`config.mk`:
```
export PLATFORM = sky130hd
export DESIGN_NAME = axi_wr_proto_outq
export DESIGN_NICKNAME = d
export VERILOG_FILES = /design/src/rtl/axi_pv_pkg.sv /design/src/rtl/axi_pv_sync_fifo.sv /design/src/rtl/axi_wr_proto_outq.sv
export SDC_FILE = /design/constraint.sdc
export NUM_CORES = 1
export LEC_CHECK = 0
export BUFFER_PORTS_ARGS = -buffer_cell sky130_fd_sc_hd__buf_2
export CORE_UTILIZATION = 54
export CTS_BUF_LIST = sky130_fd_sc_hd__clkbuf_8
export DETAILED_ROUTE_END_ITERATION = 6
export HOLD_SLACK_MARGIN = 0.02
export PLACE_DENSITY = 0.84
export SLEW_MARGIN = 20
export SYNTH_ARGS = -nofsm -noshare
export SYNTH_HDL_FRONTEND = slang
export SYNTH_HIERARCHICAL = 1
export SYNTH_SLANG_ARGS = --single-unit
```
`constraint.sdc`:
```
create_clock -name axi_aclk -period 4.35 [get_ports axi_aclk]
set_clock_uncertainty 0.05 [all_clocks]
set_input_delay 0 -clock axi_aclk [delete_from_list [all_inputs] [get_ports axi_aclk]]
set_output_delay 0 -clock axi_aclk [all_outputs]
set_load 0.01 [all_outputs]
```
`src/rtl/axi_pv_pkg.sv`:
```
// Shared encodings for the AXI write protocol engine: burst/response codes,
// FSM state types and sticky error bit positions.
package axi_pv_pkg;

    localparam logic [1:0] BURST_FIXED = 2'd0;
    localparam logic [1:0] BURST_INCR  = 2'd1;
    localparam logic [1:0] BURST_WRAP  = 2'd2;

    localparam logic [1:0] RESP_OKAY   = 2'd0;
    localparam logic [1:0] RESP_EXOKAY = 2'd1;
    localparam logic [1:0] RESP_SLVERR = 2'd2;
    localparam logic [1:0] RESP_DECERR = 2'd3;

    typedef enum logic {
        AW_WAIT   = 1'b0,
        AW_ASSERT = 1'b1
    } aw_state_e;

    typedef enum logic {
        W_IDLE  = 1'b0,
        W_BURST = 1'b1
    } w_state_e;

    localparam int ERR_B_ORPHAN = 0;
    localparam int ERR_WRAP_LEN = 1;
    localparam int ERR_4KB      = 2;

    // WRAP bursts are only legal with 2, 4, 8 or 16 beats.
    function automatic logic wrap_len_ok(input logic [7:0] len);
        return (len == 8'd1) || (len == 8'd3) || (len == 8'd7) || (len == 8'd15);
    endfunction

endpackage

```
`src/rtl/axi_pv_sync_fifo.sv`:
```
// Small synchronous FIFO with same-cycle push/pop; queues burst lengths
// from the AW side to the W side.
module axi_pv_sync_fifo #(
    parameter int DEPTH = 4,
    parameter int WIDTH = 8
) (
    input  logic             clk,
    input  logic             rst_n,
    input  logic             push_i,
    input  logic [WIDTH-1:0] wdata_i,
    input  logic             pop_i,
    output logic [WIDTH-1:0] rdata_o,
    output logic             full_o,
    output logic             empty_o
);
    localparam int PW = (DEPTH > 1) ? $clog2(DEPTH) : 1;
    localparam int CW = $clog2(DEPTH + 1);

    logic [WIDTH-1:0] mem_q [DEPTH];
    logic [PW-1:0]    wr_ptr_q;
    logic [PW-1:0]    rd_ptr_q;
    logic [CW-1:0]    cnt_q;
    logic             do_push_s;
    logic             do_pop_s;

    assign full_o    = (cnt_q == CW'(DEPTH));
    assign empty_o   = (cnt_q == '0);
    assign do_push_s = push_i && !full_o;
    assign do_pop_s  = pop_i && !empty_o;
    assign rdata_o   = mem_q[rd_ptr_q];

    // Pointer and occupancy registers; DEPTH is a power of two so pointers wrap naturally.
    always_ff @(posedge clk) begin
        if (!rst_n) begin
            wr_ptr_q <= '0;
            rd_ptr_q <= '0;
            cnt_q    <= '0;
        end else begin
            if (do_push_s) wr_ptr_q <= wr_ptr_q + PW'(1);
            if (do_pop_s)  rd_ptr_q <= rd_ptr_q + PW'(1);
            cnt_q <= cnt_q + CW'(do_push_s) - CW'(do_pop_s);
        end
    end

    // Storage is not reset; entries are only read while cnt_q marks them valid.
    always_ff @(posedge clk) begin
        if (do_push_s) mem_q[wr_ptr_q] <= wdata_i;
    end

endmodule

```
`src/rtl/axi_wr_proto_outq.sv`:
```
// AXI write-path protocol engine: registered AW issue, WLAST generation from a
// per-burst beat counter, outstanding/completion tracking and sticky errors.
module axi_wr_proto_outq
    import axi_pv_pkg::*;
#(
    parameter int AW      = 32,
    parameter int DW      = 64,
    parameter int IDW     = 4,
    parameter int MAX_OUT = 4
) (
    input  logic            axi_aclk,
    input  logic            axi_aresetn,
    input  logic            awvalid_in,
    output logic            awready_out,
    input  logic [IDW-1:0]  awid_in,
    input  logic [AW-1:0]   awaddr_in,
    input  logic [7:0]      awlen_in,
    input  logic [2:0]      awsize_in,
    input  logic [1:0]      awburst_in,
    input  logic            wvalid_in,
    output logic            wready_out,
    input  logic [DW-1:0]   wdata_in,
    input  logic [DW/8-1:0] wstrb_in,
    output logic            bvalid_out,
    input  logic            bready_in,
    output logic [IDW-1:0]  bid_out,
    output logic [1:0]      bresp_out,
    output logic [IDW-1:0]  axi_awid,
    output logic [AW-1:0]   axi_awaddr,
    output logic [7:0]      axi_awlen,
    output logic [2:0]      axi_awsize,
    output logic [1:0]      axi_awburst,
    output logic            axi_awvalid,
    input  logic            axi_awready,
    output logic [DW-1:0]   axi_wdata,
    output logic [DW/8-1:0] axi_wstrb,
    output logic            axi_wlast,
    output logic            axi_wvalid,
    input  logic            axi_wready,
    input  logic [IDW-1:0]  axi_bid,
    input  logic [1:0]      axi_bresp,
    input  logic            axi_bvalid,
    output logic            axi_bready,
    output logic [2:0]      err
);
    localparam int CW = $clog2(MAX_OUT + 1);
    localparam int EW = AW + 9;

    aw_state_e      aw_state_q, aw_state_d;
    w_state_e       w_state_q, w_state_d;
    logic [IDW-1:0] awid_q, awid_d;
    logic [AW-1:0]  awaddr_q, awaddr_d;
    logic [7:0]     awlen_q, awlen_d;
    logic [2:0]     awsize_q, awsize_d;
    logic [1:0]     awburst_q, awburst_d;
    logic [7:0]     cur_len_q, cur_len_d;
    logic [7:0]     beat_q, beat_d;
    logic [CW-1:0]  out_cnt_q, out_cnt_d;
    logic [CW-1:0]  wdone_cnt_q, wdone_cnt_d;
    logic [2:0]     err_q, err_d;

    logic           lenq_push_s, lenq_pop_s, lenq_full_s, lenq_empty_s;
    logic [7:0]     lenq_rdata_s;
    logic           aw_hs_s, w_hs_s, wdone_inc_s, b_hs_s, b_orphan_s, b_dec_s;
    logic [EW-1:0]  aw_end_s;
    logic           cross_4k_s;

    axi_pv_sync_fifo #(.DEPTH(MAX_OUT), .WIDTH(8)) u_lenq (
        .clk     (axi_aclk),
        .rst_n   (axi_aresetn),
        .push_i  (lenq_push_s),
        .wdata_i (awlen_q),
        .pop_i   (lenq_pop_s),
        .rdata_o (lenq_rdata_s),
        .full_o  (lenq_full_s),
        .empty_o (lenq_empty_s)
    );

    assign aw_hs_s     = awvalid_in && awready_out;
    assign lenq_push_s = (aw_state_q == AW_ASSERT) && axi_awready;
    assign lenq_pop_s  = (w_state_q == W_IDLE) && !lenq_empty_s;
    assign w_hs_s      = (w_state_q == W_BURST) && wvalid_in && axi_wready;
    assign wdone_inc_s = w_hs_s && axi_wlast;
    assign b_hs_s      = axi_bvalid && bready_in;
    // A B with nothing completed is flagged and must not drag the counters below zero.
    assign b_orphan_s  = b_hs_s && (wdone_cnt_q == '0) && !wdone_inc_s;
    assign b_dec_s     = b_hs_s && !b_orphan_s;

    // Shifting the whole vector folds any carry past AW bits into the page compare.
    assign aw_end_s   = EW'(awaddr_in) + ((EW'(awlen_in) + EW'(1)) << awsize_in) - EW'(1);
    assign cross_4k_s = (aw_end_s >> 12) != (EW'(awaddr_in) >> 12);

    assign axi_awid    = awid_q;
    assign axi_awaddr  = awaddr_q;
    assign axi_awlen   = awlen_q;
    assign axi_awsize  = awsize_q;
    assign axi_awburst = awburst_q;
    assign axi_awvalid = (aw_state_q == AW_ASSERT);
    assign axi_wdata   = wdata_in;
    assign axi_wstrb   = wstrb_in;
    assign bvalid_out  = axi_bvalid;
    assign axi_bready  = bready_in;
    assign bid_out     = axi_bid;
    assign bresp_out   = axi_bresp;
    assign err         = err_q;

    // State and payload registers.
    always_ff @(posedge axi_aclk) begin
        if (!axi_aresetn) begin
            aw_state_q  <= AW_WAIT;
            w_state_q   <= W_IDLE;
            awid_q      <= '0;
            awaddr_q    <= '0;
            awlen_q     <= 8'd0;
            awsize_q    <= 3'd0;
            awburst_q   <= 2'd0;
            cur_len_q   <= 8'd0;
            beat_q      <= 8'd0;
            out_cnt_q   <= '0;
            wdone_cnt_q <= '0;
            err_q       <= 3'd0;
        end else begin
            aw_state_q  <= aw_state_d;
            w_state_q   <= w_state_d;
            awid_q      <= awid_d;
            awaddr_q    <= awaddr_d;
            awlen_q     <= awlen_d;
            awsize_q    <= awsize_d;
            awburst_q   <= awburst_d;
            cur_len_q   <= cur_len_d;
            beat_q      <= beat_d;
            out_cnt_q   <= out_cnt_d;
            wdone_cnt_q <= wdone_cnt_d;
            err_q       <= err_d;
        end
    end

    // Next-state logic for both FSMs, counters and sticky errors.
    always_comb begin
        aw_state_d  = aw_state_q;
        w_state_d   = w_state_q;
        awid_d      = awid_q;
        awaddr_d    = awaddr_q;
        awlen_d     = awlen_q;
        awsize_d    = awsize_q;
        awburst_d   = awburst_q;
        cur_len_d   = cur_len_q;
        beat_d      = beat_q;

        case (aw_state_q)
            AW_WAIT: begin
                if (aw_hs_s) begin
                    awid_d     = awid_in;
                    awaddr_d   = awaddr_in;
                    awlen_d    = awlen_in;
                    awsize_d   = awsize_in;
                    awburst_d  = awburst_in;
                    aw_state_d = AW_ASSERT;
                end else begin
                    aw_state_d = AW_WAIT;
                end
            end
            AW_ASSERT: begin
                if (axi_awready) aw_state_d = AW_WAIT;
                else             aw_state_d = AW_ASSERT;
            end
            default: aw_state_d = AW_WAIT;
        endcase

        case (w_state_q)
            W_IDLE: begin
                if (!lenq_empty_s) begin
                    cur_len_d = lenq_rdata_s;
                    beat_d    = 8'd0;
                    w_state_d = W_BURST;
                end else begin
                    w_state_d = W_IDLE;
                end
            end
            W_BURST: begin
                if (w_hs_s) begin
                    beat_d = beat_q + 8'd1;
                    if (axi_wlast) w_state_d = W_IDLE;
                    else           w_state_d = W_BURST;
                end else begin
                    w_state_d = W_BURST;
                end
            end
            default: w_state_d = W_IDLE;
        endcase

        out_cnt_d   = out_cnt_q + CW'(lenq_push_s) - CW'(b_dec_s);
        wdone_cnt_d = wdone_cnt_q + CW'(wdone_inc_s) - CW'(b_dec_s);

        err_d = err_q;
        err_d[ERR_B_ORPHAN] = err_q[ERR_B_ORPHAN] | b_orphan_s;
        err_d[ERR_WRAP_LEN] = err_q[ERR_WRAP_LEN] |
                              (aw_hs_s && (awburst_in == BURST_WRAP) && !wrap_len_ok(awlen_in));
        err_d[ERR_4KB]      = err_q[ERR_4KB] |
                              (aw_hs_s && (awburst_in == BURST_INCR) && cross_4k_s);
    end

    // Handshake-facing outputs derived from the current FSM states.
    always_comb begin
        awready_out = 1'b0;
        wready_out  = 1'b0;
        axi_wvalid  = 1'b0;
        axi_wlast   = 1'b0;
        if (aw_state_q == AW_WAIT) begin
            awready_out = (out_cnt_q < CW'(MAX_OUT)) && !lenq_full_s;
        end else begin
            awready_out = 1'b0;
        end
        if (w_state_q == W_BURST) begin
            axi_wvalid = wvalid_in;
            wready_out = axi_wready;
            axi_wlast  = (beat_q == cur_len_q);
        end else begin
            axi_wvalid = 1'b0;
            wready_out = 1'b0;
            axi_wlast  = 1'b0;
        end
    end

endmodule

```
==> reports/qor.yml <==
placement:
  place_inst: 1249
  io_buffers: 115
  gp_congestion: 0.9723
  place_ws_ns: -0.1703
  post-dp-hpwl_um: 16260
pwr:
  ir_worst_vdd_mv: 0.2047
  pwr-share-clk_pct: 23.9
  p_sw_w: 0.001534
  powerDensity_nw_per_um2: 376.4
  combPwrFrac_pct: 39.8
  p_int_w: 0.002405
  power_w: 0.003939
  switching_share_pct: 38.95
  cellLeakagePower_nw: 4.428
  pwr-share-seq_pct: 36.3
sta:
  max-slew-margin-rel_pct: 36.58
  post-route-period-util_pct: 93.10
  fin_crit_ns: 4.050
  worstMarginPinSlew_ns: 0.9513
  setup_violations: 0
  slew_viol_final: 0
  max_freq_ghz: 0.2469
  finalHoldViolCount: 0
  setup_ws_ns: 0.3002
setup_path:
  cp-start-kind: "primary input"
  startpoint: "awlen_in[3]"
  end_kind: "flip-flop"
  cp_max_fo: 7
  timing.rr.end: "out_cnt_q[2]"
  cp_cell_sequence: "dlygate4sd3_1 -> buf_2 -> buf_4 -> nand3_1 -> nand3b_1 -> o21ai_0 -> a22o_1 -> mux2i_1 -> a22oi_1 -> ha_1 -> inv_1 -> ha_2 -> and3_2 -> o211ai_1 -> o221a_2 -> a2111oi_4 -> nor2_1 -> mux2i_1 -> a2111oi_2 -> nor4_2 -> nor2_1"
  endpoint: "err[2]"
  rrSetupSlack_ns: 1.22
  cpMaxStageDelayCell: "dlygate4sd3_1"
  slowest_delay_ns: 0.53
  worstPathArrival_ns: 4.39
  rr_worst_depth: 15
  r2r_start: "beat_q[3]"
  path_class: "primary input to flip-flop"
  worst_ep_required_time_ns: 4.69
global_route:
  antenna_found_initial: 0
  grt_max_degree: 79
  grt_pass1_vias: 7487
  grt_pass1_wl_um: 36200
  grt_usage_pct: 28.09
  grt_overflow_total: 0
job:
  maxCapViolations: 0
clock_tree:
  cts.reportedPaths.clkPinSlew_ns: 0.08
  root_buffer: "clkbuf_8"
  cts.path.max_buffers: 2
  cts_tree: "yes"
  cts_sinks: 117
  cts_buffers: 17
  clk_latency_ns: 0.45
  cts_setup_buffers: 0
  htree_levels: 4
logic_synthesis:
  yosysWarnings: 6
  yosys-top-cells-area: "dfxtp_1 (20%), edfxtp_1 (11%), ha_1 (8.7%), nand2_1 (7.9%), buf_4 (7.0%)"
  synthCells: 1043
  syn_avg_cell_area_sq_um: 8.232
  synthesis.nets: 1241
  ys_top_cells_by_count: "nand2_1 (180), dfxtp_1 (85), inv_1 (83)"
  synth_area_sq_um: 8586
  synth_edf_count: 32
  yosysTopAreaCellShare_pct: 19.82
  synthDistinctLibCells: 79
  seq_area_frac_synth_pct: 31.01
  synth_top_area_cell: "dfxtp_1"
  async_flop_share_pct: 0
  ys_seq_elements: 117
  yosysMostFrequentCell: "nand2_1"
  ys.flop_type: "dfxtp_1"
min_path:
  min_from: "axi_wready"
  min_path_type: "primary input to flip-flop"
drt:
  via_per_inst: 5.555
  drcViolationCount: 0
  vias: 7849
  ant_nets: 0
  routed_wl_um: 23160
  avgRoutedWirePerCell_um: 16.39
  drt_iter0_markers: 594
  drt-pass1-iter-count: 5
status:
  status: "completed"
floorplanning:
  die_w_um: 128.1
  die_y_um: 128.1
  coreArea_sq_um: 15370
  io_pins: 272
  num_rows: 45
  start_util_pct: 55.86
  die_area_sq_um: 16410
cells_and_area:
  nets: 1387
  instances_no_fill: 1413
  syn_to_final_growth_pct: 21.87
  diodes: 0
  drive_gt1_share_pct: 16.31
stage by stage:
step / hold WS, ns / area (sq um) / setup TNS, ns / utilization [%]
floorplan: 0.04177 / 8586 / 0 / -
global placement: -0.04993 / 8681 / -0.07855 / 56.48
detailed placement: -0.04993 / 8681 / -0.1703 / 56.48
CTS: 0.07068 / 10370 / 0 / 67.45
global route: 0.1184 / 10460 / -0.004755 / 68.07
finish: 0.09194 / 10460 / 0 / 68.07
cell type report:
type,count,area [sq um]
Sequential cell,117,2663
Fill cell,1244,4907
Tap cell,211,264.0
Timing Repair Buffer,254,1949
Inverter,84,315.3
Multi-Input combinational cell,715,4907
Clock inverter,15,131.4
Clock buffer,17,234.0
per-layer routing:
metal / GRT usage (%) / vias up / wire length [um]
met2: 49.90 / 318 / 11800
li1: - / 3821 / -
met3: 5.175 / 51 / 1274
met4: 11.07 / 0 / 680
met1: 33.43 / 3659 / 9397
met5: 0 / - / 0
power by group through the flow:
stage	Combinational (W)	Clock, W	Sequential (W)
2_1_floorplan	0.00105	0	0.00146
3_3_place_gp	0.00136	0	0.00144
3_5_place_dp	0.00140	0	0.00145
4_1_cts	0.00152	0.000958	0.00143
5_1_grt	0.00174	0.00101	0.00145
6_report	0.00157	0.000941	0.00143
flip-flops by register name, summed over array words and instances, names as in the netlist, 4 cells and up, named ones only:
signal	cells
beat_q	8
cur_len_q	8
axi_awid	4
u_lenq/mem_q	32
axi_awlen	8
axi_awaddr	32
worst min path at each step:
stage / end / slack, ns / depth (start not counted)
after detailed placement: axi_wdata[13] / -0.05 / 0
final: beat_q[1] / 0.09 / 5
after global placement: axi_wdata[13] / -0.05 / 0
after floorplan: axi_bready / 0.04 / 1
after global routing: beat_q[1] / 0.12 / 5
after CTS: beat_q[1] / 0.07 / 5
what timing repair did:
item                                    in CTS  in global routing
resized for setup                            0                 26
hold endpoints to repair                   139                  0
hold buffers                               132                  0
endpoints found under the setup margin       0                  1
critical path: cells and delay by family:
| kind | cells | cell delay (ns) |
|---|---|---|
| AND/OR/NAND/NOR | 6 | 0.79 |
| AO/OA/AOI/OAI | 7 | 1.74 |
| buffers and inverters | 4 | 0.82 |
| multiplexers | 2 | 0.36 |
| adder cells (fa/ha/maj) | 2 | 0.67 |
cell usage in the layout (no fill, tap or decap), types with 22 or more instances in the layout:
cell	synthesis	final
nand2_1	180	179
a21oi_1	42	41
xnor2_1	23	23
ha_1	60	56
buf_2	12	115
dlygate4sd3_1	0	132
o21ai_0	46	40
xor2_1	22	22
nor2_1	44	44
edfxtp_1	32	32
inv_1	83	84
dfxtp_1	85	85
a21boi_0	59	59
cell families after synthesis:
kind of cell | count (synthesis) | synth area share [%]
multiplexers | 19 | 3.410
AND/OR/NAND/NOR | 355 | 19.70
AO/OA/AOI/OAI | 233 | 18.84
buffers and inverters | 211 | 13.00
flip-flops | 117 | 31.01
adder cells (fa/ha/maj) | 63 | 9.443
XOR/XNOR | 45 | 4.590
No activity file was read; power rests on OpenSTA's default activity.
